===== config.mk =====
export PLATFORM = sky130hd
export DESIGN_NAME = sata_link_rx_deframer
export DESIGN_NICKNAME = d
export VERILOG_FILES = /design/src/rtl/sata_link_rx_deframer.sv
export SDC_FILE = /design/constraint.sdc
export NUM_CORES = 1
export LEC_CHECK = 0
export CAP_MARGIN = 40
export CELL_PAD_IN_SITES_DETAIL_PLACEMENT = 1
export CELL_PAD_IN_SITES_GLOBAL_PLACEMENT = 1
export CORE_ASPECT_RATIO = 1.75
export CORE_MARGIN = 2
export CORE_UTILIZATION = 43
export CTS_BUF_LIST = sky130_fd_sc_hd__clkbuf_16
export DETAILED_ROUTE_END_ITERATION = 12
export MAX_ROUTING_LAYER = met4
export PLACE_DENSITY = 0.88
export SLEW_MARGIN = 40
export SYNTH_ARGS = -nofsm -noshare
export SYNTH_HDL_FRONTEND = slang
export SYNTH_SLANG_ARGS = --single-unit

===== constraint.sdc =====
create_clock -name clk -period 5.1 [get_ports clk]
set_input_delay 1.53 -clock clk [delete_from_list [all_inputs] [get_ports clk]]
set_output_delay 1.53 -clock clk [all_outputs]
set_load 0.05 [all_outputs]

===== src/rtl/sata_link_rx_deframer.sv =====
// sata_link_rx_deframer
// Receive-side SATA link-layer deframer. Detects SOF/EOF, descrambles the
// data dwords of a frame, drops CONT junk and primitives, and holds back
// two dwords so that the trailing CRC dword is never delivered as payload.
// At EOF the CRC-32 over the delivered payload is compared against the held
// CRC dword, and a one-cycle status strobe reports the frame outcome.
module sata_link_rx_deframer #(
   parameter int unsigned MAX_DW    = 2049,
   parameter logic [15:0] LFSR_SEED = 16'hF0F6,
   parameter logic [31:0] CRC_INIT  = 32'h52325032
) (
   input  logic        clk,
   input  logic        rst,
   input  logic [31:0] rx_data,
   input  logic [3:0]  rx_isk,
   input  logic        rx_valid,
   output logic [31:0] m_data,
   output logic        m_valid,
   output logic        m_sof,
   output logic        m_last,
   output logic        frm_done,
   output logic        frm_crc_ok,
   output logic        frm_err,
   output logic        busy
);

   // Primitive encodings (byte 0 carries the K character).
   localparam logic [31:0] PRIM_SOF  = 32'h3737B57C;
   localparam logic [31:0] PRIM_EOF  = 32'hD5D5B57C;
   localparam logic [31:0] PRIM_CONT = 32'h9999AA7C;
   localparam logic [31:0] PRIM_SYNC = 32'hB5B5957C;
   localparam logic [31:0] CRC_POLY  = 32'h04C11DB7;

   localparam int unsigned        CNT_W    = $clog2(MAX_DW + 2);
   localparam logic [CNT_W-1:0]   CNT_MAX  = CNT_W'(MAX_DW);
   localparam logic [CNT_W-1:0]   CNT_ONE  = CNT_W'(1);
   localparam logic [CNT_W-1:0]   CNT_ZERO = CNT_W'(0);

   typedef enum logic [1:0] {
      IDLE  = 2'd0,
      FRAME = 2'd1,
      SKIP  = 2'd2
   } state_t;

   // What the current rx beat means for the frame, decided before acting.
   typedef enum logic [2:0] {
      EV_NONE     = 3'd0,
      EV_START    = 3'd1,
      EV_RESTART  = 3'd2,
      EV_ABORT    = 3'd3,
      EV_CLOSE    = 3'd4,
      EV_TAKE     = 3'd5,
      EV_TO_SKIP  = 3'd6,
      EV_TO_FRAME = 3'd7
   } event_t;

   // Scrambler keystream for one dword. The 16-bit context holds the last
   // 16 keystream bits (bit 15 newest); each new bit obeys
   // o[n+16] = o[n+15] ^ o[n+13] ^ o[n+4] ^ o[n], which is the output
   // sequence of G(X)=X16+X15+X13+X4+1. Bit 0 of the result is the first
   // bit produced; the new context is result[31:16].
   function automatic logic [31:0] scr_keystream(input logic [15:0] ctx);
      logic [15:0] w;
      logic [31:0] o;
      logic        nb;
      w = ctx;
      o = 32'h0000_0000;
      for (int i = 0; i < 32; i++) begin
         nb = w[15] ^ w[13] ^ w[4] ^ w[0];
         w  = {nb, w[15:1]};
         o  = {nb, o[31:1]};
      end
      return o;
   endfunction

   // CRC-32 update with one dword, MSB first, non-reflected.
   function automatic logic [31:0] crc32_step(input logic [31:0] crc,
                                              input logic [31:0] d);
      logic [31:0] c;
      c = crc ^ d;
      for (int i = 0; i < 32; i++) begin
         c = c[31] ? ((c << 1) ^ CRC_POLY) : (c << 1);
      end
      return c;
   endfunction

   state_t            state_r, state_s;
   event_t            ev_s;
   logic [31:0]       h0_r, h0_s;
   logic [31:0]       h1_r, h1_s;
   logic [1:0]        hcnt_r, hcnt_s;
   logic [CNT_W-1:0]  cnt_r, cnt_s;
   logic [15:0]       lfsr_r, lfsr_s;
   logic [31:0]       crc_r, crc_s;
   logic              first_r, first_s;

   logic [31:0]       m_data_s;
   logic              m_valid_s, m_sof_s, m_last_s;
   logic              frm_done_s, frm_crc_ok_s, frm_err_s;

   logic [31:0]       keystream_s;
   logic [31:0]       descr_s;
   logic [31:0]       crc_fold_s;
   logic              is_prim_s;
   logic              is_data_s;

   assign keystream_s = scr_keystream(lfsr_r);
   assign descr_s     = rx_data ^ keystream_s;
   assign crc_fold_s  = crc32_step(crc_r, h0_r);
   assign is_prim_s   = (rx_isk == 4'b0001);
   assign is_data_s   = (rx_isk == 4'b0000);

   // State and datapath registers; every output is registered here.
   always_ff @(posedge clk) begin
      if (rst) begin
         state_r    <= IDLE;
         h0_r       <= 32'h0000_0000;
         h1_r       <= 32'h0000_0000;
         hcnt_r     <= 2'd0;
         cnt_r      <= CNT_ZERO;
         lfsr_r     <= LFSR_SEED;
         crc_r      <= CRC_INIT;
         first_r    <= 1'b0;
         m_data     <= 32'h0000_0000;
         m_valid    <= 1'b0;
         m_sof      <= 1'b0;
         m_last     <= 1'b0;
         frm_done   <= 1'b0;
         frm_crc_ok <= 1'b0;
         frm_err    <= 1'b0;
         busy       <= 1'b0;
      end else begin
         state_r    <= state_s;
         h0_r       <= h0_s;
         h1_r       <= h1_s;
         hcnt_r     <= hcnt_s;
         cnt_r      <= cnt_s;
         lfsr_r     <= lfsr_s;
         crc_r      <= crc_s;
         first_r    <= first_s;
         m_data     <= m_data_s;
         m_valid    <= m_valid_s;
         m_sof      <= m_sof_s;
         m_last     <= m_last_s;
         frm_done   <= frm_done_s;
         frm_crc_ok <= frm_crc_ok_s;
         frm_err    <= frm_err_s;
         busy       <= (state_s != IDLE);
      end
   end

   // Classify the rx beat, then compute next state, holdback and outputs.
   always_comb begin
      ev_s         = EV_NONE;
      state_s      = state_r;
      h0_s         = h0_r;
      h1_s         = h1_r;
      hcnt_s       = hcnt_r;
      cnt_s        = cnt_r;
      lfsr_s       = lfsr_r;
      crc_s        = crc_r;
      first_s      = first_r;
      m_data_s     = m_data;
      m_valid_s    = 1'b0;
      m_sof_s      = 1'b0;
      m_last_s     = 1'b0;
      frm_done_s   = 1'b0;
      frm_crc_ok_s = 1'b0;
      frm_err_s    = 1'b0;

      // Beat classification; invalid beats leave everything untouched.
      if (rx_valid) begin
         case (state_r)
            IDLE: begin
               if (is_prim_s && (rx_data == PRIM_SOF)) begin
                  ev_s = EV_START;
               end else begin
                  ev_s = EV_NONE;
               end
            end
            FRAME, SKIP: begin
               if (is_prim_s) begin
                  case (rx_data)
                     PRIM_SOF:  ev_s = EV_RESTART;
                     PRIM_EOF:  ev_s = EV_CLOSE;
                     PRIM_SYNC: ev_s = EV_ABORT;
                     PRIM_CONT: ev_s = EV_TO_SKIP;
                     default:   ev_s = EV_TO_FRAME;
                  endcase
               end else if (is_data_s) begin
                  if (state_r == SKIP) begin
                     ev_s = EV_NONE;          // CONT junk: no LFSR step
                  end else if (cnt_r >= CNT_MAX) begin
                     ev_s = EV_ABORT;         // frame longer than MAX_DW
                  end else begin
                     ev_s = EV_TAKE;
                  end
               end else begin
                  ev_s = EV_ABORT;            // code error
               end
            end
            default: ev_s = EV_ABORT;
         endcase
      end else begin
         ev_s = EV_NONE;
      end

      case (ev_s)
         EV_START: begin
            state_s = FRAME;
            lfsr_s  = LFSR_SEED;
            crc_s   = CRC_INIT;
            hcnt_s  = 2'd0;
            cnt_s   = CNT_ZERO;
            first_s = 1'b1;
         end
         EV_RESTART: begin
            // Report the killed frame and start the new one on the same beat.
            frm_done_s = 1'b1;
            frm_err_s  = 1'b1;
            state_s    = FRAME;
            lfsr_s     = LFSR_SEED;
            crc_s      = CRC_INIT;
            hcnt_s     = 2'd0;
            cnt_s      = CNT_ZERO;
            first_s    = 1'b1;
         end
         EV_ABORT: begin
            frm_done_s = 1'b1;
            frm_err_s  = 1'b1;
            state_s    = IDLE;
            hcnt_s     = 2'd0;
         end
         EV_CLOSE: begin
            frm_done_s = 1'b1;
            state_s    = IDLE;
            hcnt_s     = 2'd0;
            if (hcnt_r == 2'd2) begin
               // h0 is the last payload dword, h1 is the CRC dword.
               m_data_s     = h0_r;
               m_valid_s    = 1'b1;
               m_sof_s      = first_r;
               m_last_s     = 1'b1;
               first_s      = 1'b0;
               crc_s        = crc_fold_s;
               frm_crc_ok_s = (crc_fold_s == h1_r);
               frm_err_s    = 1'b0;
            end else begin
               frm_err_s    = 1'b1;           // no payload before EOF
            end
         end
         EV_TAKE: begin
            lfsr_s = keystream_s[31:16];
            cnt_s  = cnt_r + CNT_ONE;
            case (hcnt_r)
               2'd0: begin
                  h0_s   = descr_s;
                  hcnt_s = 2'd1;
               end
               2'd1: begin
                  h1_s   = descr_s;
                  hcnt_s = 2'd2;
               end
               default: begin
                  // Holdback full: the oldest dword is now known to be payload.
                  m_data_s  = h0_r;
                  m_valid_s = 1'b1;
                  m_sof_s   = first_r;
                  first_s   = 1'b0;
                  crc_s     = crc_fold_s;
                  h0_s      = h1_r;
                  h1_s      = descr_s;
                  hcnt_s    = 2'd2;
               end
            endcase
         end
         EV_TO_SKIP:  state_s = SKIP;
         EV_TO_FRAME: state_s = FRAME;
         default:     state_s = state_r;
      endcase
   end

endmodule


==> results.toml <==
[synth]
synthesis.nets = 1333
syn_inst = 1288
synthXorXnorAreaFrac_pct = 43.65
ys.warnings.count = 0
ys_seq_area_share_pct = 27.37
synthAdderAreaFrac_pct = 0.6109
synth_compound_area_share_pct = 11.56
synth_top_flop_cell = "dfxtp_1"
yosys_register_bits = 168
synth_top_family_by_area = "XOR/XNOR gates"
avgSynthCellArea_sq_um = 9.540
ys_types = 68
synth_simple_gate_area_share_pct = 14.11
async_reset_ff_share_pct = 0
synth_edf_count = 0
synth.mux.area_fraction_pct = 0.1629
syn_area_sq_um = 12290

[timing]
finalHoldViolCount = 0
fin_worst_skew_ps = 13.03
finalMaxSlewViolations = 0
min_period_ps = 4889
worstMarginPinSlew_ps = 938.9
fmax_mhz = 204.5
grt_setup_unrepaired = "no"
worst_slack_ps = 211.2
fin_crit_sh_pct = 95.86
maxSlewHeadroom_pct = 37.40
finalSetupViolCount = 0

[critical_path]
path_buf_inv = 1
r2r_setup_slack_ps = 210
worst_setup_path_start_kind = "flop"
cp_slowest_stage_delay_ps = 560
worstPathRequired_ps = 5500
crit_path_end_kind = "flop"
path_cells = "xor2_2 > xnor3_1 > xnor2_1 > xor3_2 > xnor3_1 > xnor2_2 > xnor3_1 > xnor2_1 > nand4_1 > or4_1 > nor4_2 > buf_4"
crit_slowest_cell = "xnor3_1"
critPathTopFamily = "XOR/XNOR gates"
r2r_cells = 12
cp.arrival_ps = 5290
rr_endpoint = "frm_crc_ok"
crit_type = "reg2reg"
r2r-start = "h0_r[30]"
path_common_cell = "xnor3_1"
cp_max_fo = 7

[floorplan]
die-area_sq_um = 30000
initial_core_util_pct = 43.77
die_w_microns = 131.8
io_pins = 78
row_count = 81
core_sq_um = 28070
die_h_microns = 227.6

[clock_network]
clk_latency_ps = 460
tritoncts = "done"
clk_pin_slew_worst_paths_ps = 80
hold_buffers = 0
cts_root_buf = "clkbuf_16"
cts_buffers = 17
clock-sinks = 168
htreeDepth = 4
clockBufferDepth = 2

[run_status]
status = "finished clean"

[finish]
final_cell_count_no_fill = 1805
fin_nets = 1464
area_growth_syn_to_layout_pct = 20.24
num_antenna_cells = 0
final_cell_mix = "233 x xnor2_1, 168 x dfxtp_1, 137 x nand2_1, 113 x nor2_1, 96 x buf_4"
stdcell_area_sq_um = 14780
drive_gt1_share_pct = 13.90
final_common_cell = "xnor2_1"

[global_route]
grt_pass1_vias = 11470
globalRouteTotalUtil_pct = 33.15
grt_max_degree = 101
gr-total-overflow = 0
grt_pass1_wl_mm = 70.95
antenna_found_initial = 0

[routing]
drcViolationCount = 0
drt_first_pass_iters = 7
drtAntennaViolNets = 0
vias_per_cell = 5.849
wl_per_cell_microns = 26.60
drtIter0Drc = 692
wirelength_mm = 48.01
vias = 10560

[power_and_ir_drop]
power_density_nw_per_um2 = 242.9
ir_drop_uv = 218.1
p_leak_nw = 5.720

[hold_path]
hold_start = "m_data[0]"
min_to = "m_data[0]"
hold_class = "reg2reg"
hold_depth = 2

[run]
drv_cap = 0

[place]
dpl-instance-area_sq_um = 14140
portBuffers = 77
placedCellCount = 1773
post-place-ws_ps = -172.2
post-dp-hpwl_mm = 36.98
gp_congestion = 1.000
-- registers in the layout, indices dropped and copies added, names as in the netlist --
signal / count
m_sof: 1
h1_r: 32
m_last: 1
m_valid: 1
frm_done: 1
busy: 1
m_data: 32
hcnt_r: 2
state_r: 2
first_r: 1
h0_r: 32
frm_crc_ok: 1
cnt_r: 12
lfsr_r: 16
frm_err: 1
crc_r: 32
-- cell families (layout without fill, tap and decap cells) --
logic type	after synthesis	in the layout
mux	2	2
compound gates	224	224
simple gates	372	372
fa+ha+maj	6	6
buf+inv	79	223
flops	168	168
xor+xnor	437	437
-- report_power, final --
| part | switching (W) | total (W) | internal [W] |
|---|---|---|---|
| logic | 0.000506 | 0.000892 | 0.000386 |
| registers | 0.00000619 | 0.00133 | 0.00132 |
| clock network | 0.000627 | 0.00137 | 0.000743 |
| total | 0.00114 | 0.00359 | 0.00245 |
-- synthesized netlist by cell type, types with 20 or more instances --
library cell	n	area (sq um)
o21ai_0	22	110.1
clkbuf_1	60	225.2
dfxtp_1	168	3363
a21oi_1	79	395.4
nor2_1	114	427.9
a22oi_1	20	150.1
xnor3_1	62	1396
a211oi_1	26	195.2
o22ai_1	31	193.9
xnor2_2	27	439.2
xnor2_1	235	2058
nand2_1	138	518.0
nand2b_1	23	143.9
xor2_1	82	718.2
-- how the worst max path moves through the flow --
stage / from / end / slack, ps / cells past startpoint
floorplan: rx_data[26] / h0_r[26] / 230 / 12
global placement: rx_data[4] / h0_r[11] / -40 / 13
detailed placement: rx_data[4] / h0_r[19] / -170 / 13
CTS: h0_r[31] / frm_crc_ok / 160 / 13
global route: h0_r[30] / frm_crc_ok / 40 / 12
finish: h0_r[30] / frm_crc_ok / 210 / 12
-- timing repair --
| action | 4_1_cts | 5_1_grt |
|---|---|---|
| setup endpoints to repair | 0 | 4 |
| buffers inserted | 0 | 0 |
| resized for setup | 0 | 2 |
-- layer usage --
| metal | track usage (%) | vias to the layer above | share of wire (%) |
|---|---|---|---|
| li1 | - | 4662 | - |
| met1 | 29.11 | 5275 | 32 |
| met2 | 61.90 | 384 | 54 |
| met3 | 3.815 | 236 | 3.5 |
| met4 | 29.94 | 0 | 10 |
| met5 | - | - | 0 |
-- worst reg2reg max path, stage by stage, from the launching register on --
cell and delay (ps):
dfxtp_1 550, xor2_2 390, xnor3_1 530, xnor2_1 270, xor3_2 410, xnor3_1 570
xnor2_2 390, xnor3_1 530, xnor2_1 210, nand4_1 110, or4_1 560, nor4_2 170
buf_4 150
-- area by class of cell --
type                       instances  area, sq um
sequential                       168         3363
fill                            3166        13300
tap                              373        466.7
multi-input combinational       1041         8647
clock buffer                      17        425.4
clock inverter                    15        190.2
inverter                          11        41.29
timing repair buffer             180         1642
-- through the flow --
| stage | utilization, % | power (W) | TNS [ps] | hold slack (ps) |
|---|---|---|---|---|
| 3_5_place_dp | 50.38 | 0.002213 | -6292 | 456.4 |
| 2_1_floorplan | - | 0.001869 | 0 | 430.5 |
| 6_report | 52.63 | 0.003589 | 0 | 464.7 |
| 4_1_cts | 52.57 | 0.003573 | 0 | 468.4 |
| 3_3_place_gp | 50.38 | 0.002188 | -328.6 | 444.8 |
| 5_1_grt | 52.63 | 0.003680 | 0 | 488.9 |
(Power assumes the default switching activity.)
